--- src/rtl/seq_shifter.sv ---
// Multi-cycle shifter/rotator: accepts one operation per start/ready handshake and
// shifts the latched operand by up to STEP bits per clock, then pulses done_o.
module seq_shifter #(
    parameter int WIDTH = 32,
    parameter int STEP  = 4,
    parameter int SHW   = $clog2(WIDTH)
) (
    input  logic             clk_i,
    input  logic             rst_i,
    input  logic             start_i,
    input  logic [1:0]       mode_i,
    input  logic [SHW-1:0]   shamt_i,
    input  logic [WIDTH-1:0] data_i,
    output logic             ready_o,
    output logic             done_o,
    output logic [WIDTH-1:0] data_o
);

    typedef enum logic [1:0] {
        ST_IDLE  = 2'b00,
        ST_SHIFT = 2'b01,
        ST_DONE  = 2'b10
    } state_t;

    localparam logic [1:0] MODE_SLL  = 2'b00;
    localparam logic [1:0] MODE_SRL  = 2'b01;
    localparam logic [1:0] MODE_SRA  = 2'b10;
    localparam logic [1:0] MODE_ROTL = 2'b11;

    // Step and width need one extra bit: STEP may equal WIDTH.
    localparam logic [SHW:0] STEP_W  = (SHW+1)'(STEP);
    localparam logic [SHW:0] WIDTH_W = (SHW+1)'(WIDTH);

    state_t           state_r;
    logic             ready_r;
    logic             done_r;
    logic [WIDTH-1:0] work_r;
    logic [SHW:0]     rem_r;
    logic [1:0]       mode_r;
    logic             sign_r;

    logic [SHW:0]     step_s;
    logic [SHW:0]     rem_next_s;
    logic [WIDTH-1:0] work_next_s;

    // One partial shift; amt is always below WIDTH when used, sign is the operand MSB at accept.
    function automatic logic [WIDTH-1:0] shift_by(
        input logic [WIDTH-1:0] val,
        input logic [SHW:0]     amt,
        input logic [1:0]       mode,
        input logic             sign
    );
        logic [WIDTH-1:0] fill_mask;
        fill_mask = ~({WIDTH{1'b1}} >> amt);
        case (mode)
            MODE_SLL:  shift_by = val << amt;
            MODE_SRL:  shift_by = val >> amt;
            MODE_SRA:  shift_by = (val >> amt) | (sign ? fill_mask : {WIDTH{1'b0}});
            MODE_ROTL: shift_by = (val << amt) | (val >> (WIDTH_W - amt));
            default:   shift_by = val;
        endcase
    endfunction

    // Per-cycle step size min(rem, STEP) and the resulting work/remaining values.
    always_comb begin
        step_s      = {(SHW+1){1'b0}};
        rem_next_s  = rem_r;
        work_next_s = work_r;
        if (rem_r > STEP_W) begin
            step_s = STEP_W;
        end else begin
            step_s = rem_r;
        end
        rem_next_s  = rem_r - step_s;
        work_next_s = shift_by(work_r, step_s, mode_r, sign_r);
    end

    // Control FSM with registered handshake outputs and the shifting work register.
    always_ff @(posedge clk_i or negedge rst_i) begin
        if (!rst_i) begin
            state_r <= ST_IDLE;
            ready_r <= 1'b1;
            done_r  <= 1'b0;
            work_r  <= {WIDTH{1'b0}};
            rem_r   <= {(SHW+1){1'b0}};
            mode_r  <= MODE_SLL;
            sign_r  <= 1'b0;
        end else begin
            case (state_r)
                ST_IDLE: begin
                    done_r <= 1'b0;
                    if (start_i) begin
                        work_r  <= data_i;
                        mode_r  <= mode_i;
                        sign_r  <= data_i[WIDTH-1];
                        rem_r   <= {1'b0, shamt_i};
                        ready_r <= 1'b0;
                        if (shamt_i != {SHW{1'b0}}) begin
                            state_r <= ST_SHIFT;
                        end else begin
                            state_r <= ST_DONE;
                            done_r  <= 1'b1;
                        end
                    end else begin
                        ready_r <= 1'b1;
                    end
                end
                ST_SHIFT: begin
                    work_r <= work_next_s;
                    rem_r  <= rem_next_s;
                    if (rem_next_s == {(SHW+1){1'b0}}) begin
                        state_r <= ST_DONE;
                        done_r  <= 1'b1;
                    end else begin
                        state_r <= ST_SHIFT;
                    end
                end
                ST_DONE: begin
                    state_r <= ST_IDLE;
                    done_r  <= 1'b0;
                    ready_r <= 1'b1;
                end
                default: begin
                    state_r <= ST_IDLE;
                    done_r  <= 1'b0;
                    ready_r <= 1'b1;
                end
            endcase
        end
    end

    assign ready_o = ready_r;
    assign done_o  = done_r;
    assign data_o  = work_r;

endmodule

--- config.mk ---
export PLATFORM = sky130hd
export DESIGN_NAME = seq_shifter
export DESIGN_NICKNAME = d
export VERILOG_FILES = /design/src/rtl/seq_shifter.sv
export SDC_FILE = /design/constraint.sdc
export NUM_CORES = 1
export LEC_CHECK = 0
export ABC_AREA = 1
export BUFFER_PORTS_ARGS = -buffer_cell sky130_fd_sc_hd__buf_2
export CORE_MARGIN = 4
export CORE_UTILIZATION = 45
export DETAILED_ROUTE_END_ITERATION = 16
export GPL_TIMING_DRIVEN = 0
export PLACE_DENSITY = 0.7
export SYNTH_ARGS = -nofsm -noshare
export SYNTH_HDL_FRONTEND = slang
export SYNTH_SLANG_ARGS = --single-unit
--- constraint.sdc ---
create_clock -name clk_i -period 7.3 [get_ports clk_i]
set_clock_uncertainty 0.05 [all_clocks]
set_input_delay 1.095 -clock clk_i [delete_from_list [all_inputs] [get_ports clk_i]]
set_output_delay 1.095 -clock clk_i [all_outputs]
set_load 0.02 [all_outputs]
==> run summary <==
Status - finished clean
Per-cell routed wire length - 22.9 um
Final std cell area, no fill - 5660 um^2
Die area - 12800 um^2
Synth-to-layout area growth - 13.4%
Top cell type's share of synthesized area - 22.3%
Worst-Margin Slew - 1090 ps
PortBufs - 75
Global placement routability congestion - 1.08
Syn Area/Cell - 5.80 um^2
Post-DRT Antenna Nets - 0
NumNets Final - 989
# IOs - 76
Synth Register Bits - 45
Post-CTS setup buffer count - 0
Max Freq - 0.229 GHz
Die height - 113 um
Final Cycle Share - 59.9%
Mapped Cells - 860
Rel. slew slack - 27.6%
Overall routing resource usage - 38.5%
Clock-pin slew on the worst setup and hold paths - 100 ps
Kind of critical path - register to register
Fin cells - 1083
Post-synth EDFFs - 0
Worst hold slack - 446 ps
DRC - 0
DRT Wirelength - 24800 um
Post-Route Setup TNS - 0 ps
TritonCTS buffer count - 5
Largest net degree at the start of global routing - 46
Antenna violations before repair - 0
WL met2 - 9980 um
Setup crit start kind - register
Synth Net Count - 907
Critical Path AT - 4530 ps
Hold-fix buffers, CTS - 0
Top post-synthesis cells by count - nand2_1, inv_1, o21ai_0
Metal-1 WL - 9930 um
Max-cap violation count - 0
Fin crit period - 4370 ps
Hold Crit Class - register to register
DRT iter0 DRCs - 1134
Clk_lat worst skew - 330 ps
Synth cell types - 42
FFs w/ async S/R, synth - 100%
H-tree levels - 2
RSZ-0062 raised after global routing - false
Crit path max fanout - 10
Vias in the first global route - 6327
Number of synthesis warnings - 0
DP Wirelength - 19100 um
Vias per inst - 6.23
Core footprint - 10800 um^2
Share of cells above drive strength 1 - 13.9%
Clock buffer depth - 2
Total congestion overflow - 0
Row count - 38
Post-DP Area - 5540 um^2
Slew Limit Fails - 0
Most frequent cell after synthesis - nand2_1
CP endpoint kind - register
Top Layer Used - met4
Ant. Diodes - 0
CTS root buf - clkbuf_8
Placed Instances - 1075
WP data required - 7460 ps
Final Hold Vio Count - 0
Synth Cell Area - 4990 um^2
First-pass GRT wire length - 37500 um
Seq/Total Area, Yosys - 22.6%
Vias post-DR - 6742
Ys flop type - dfrtp_1
DR pass1 iterations - 7
Clk sinks - 45
Die X - 113 um
Largest cells by area after synthesis - nand2_1, dfrtp_1, o21ai_0, inv_1, o211ai_1
PostCTS Resize Cnt - 0
Clock tree from TritonCTS - built
Routed wl met3 - 3700 um
Setup violations, final - 0
Cell accounting for the most synthesized area - nand2_1
Starting Density - 46.0%
-- sequential cells by signal (all words and copies together), names as in the netlist --
name / count
data_o: 32
done_o: 1
mode_r: 2
ready_o: 1
rem_r: 6
sign_r: 1
state_r: 2
-- layout by cell type (no fill, tap or decap), types with 7 or more instances in the layout --
| cell | instances |
|---|---|
| nand2_1 | 297 |
| buf_2 | 85 |
| inv_1 | 81 |
| o21ai_0 | 70 |
| nand3_1 | 56 |
| nor2_1 | 55 |
| a21oi_1 | 44 |
| dfrtp_1 | 44 |
| o211ai_1 | 40 |
| o21ai_1 | 28 |
| clkbuf_1 | 27 |
| o22ai_1 | 15 |
| inv_2 | 11 |
| o2111ai_1 | 8 |
| nand4_1 | 7 |
| o221ai_1 | 7 |
-- metrics by stage --
step | worst slack [ps] | util [%]
3_3_place_gp | 3000 | 51.1
6_report | 2930 | 52.2
2_1_floorplan | 4360 | -
5_1_grt | 2730 | 52.2
3_5_place_dp | 3100 | 51.1
4_1_cts | 3070 | 52.2
-- logic make-up (layout without fill, tap and decap cells) --
logic type      after synthesis  in the layout  share of synthesized area [%]
xor+xnor                      2              2                          0.351
fa+ha+maj                     5              5                           1.25
buf+inv                     144            227                           11.9
simple gates                431            431                           35.8
compound gates              232            232                           28.0
other cells                   1              1                         0.0752
flops                        45             45                           22.6
-- path summary, 6_finish.rpt --
path | from | endpoint | slack (ps) | cells past startpoint
min | sign_r$_DFFE_PN0P_ | sign_r$_DFFE_PN0P_ | 450 | 2
min in group asynchronous | rst_i | data_o[2]$_DFFE_PN0P_ | 880 | 1
max reg2reg | rem_r[1]$_DFFE_PN0P_ | data_o[18]$_DFFE_PN0P_ | 2930 | 17
max in group asynchronous | rst_i | data_o[17]$_DFFE_PN0P_ | 5610 | 1
min reg2reg | sign_r$_DFFE_PN0P_ | sign_r$_DFFE_PN0P_ | 450 | 2
max | rem_r[1]$_DFFE_PN0P_ | data_o[18]$_DFFE_PN0P_ | 2930 | 17
-- layer usage --
| layer | track usage [%] | vias to the layer above |
|---|---|---|
| met5 | 0 | - |
| met4 | 16.1 | 0 |
| met1 | 53.2 | 3098 |
| li1 | - | 3039 |
| met2 | 55.0 | 515 |
| met3 | 12.5 | 90 |
-- final cells by class --
class | instances | area, um^2
well taps | 140 | 175
multi-input cells | 671 | 3270
repair buffers | 75 | 375
plain buffers | 51 | 245
clock inverters | 3 | 47.5
inverters | 93 | 349
fillers | 1236 | 5180
clock buffers | 5 | 68.8
flip-flops and latches | 45 | 1130
-- critical path, cell delays in order, from the launching register on --
cell and delay [ps]:
dfrtp_1 370, buf_4 190, inv_1 300, nor2_2 150
inv_2 210, clkbuf_1 600, ha_1 290, inv_1 80
ha_1 270, clkbuf_1 400, inv_1 270, nand2_1 140
inv_2 40, buf_4 160, a21boi_1 200, o21ai_0 180
o21ai_0 250, nand3_1 90
Power is not shown: default switching activity piles up to over one toggle a cycle in this logic, so the estimate is an artifact.
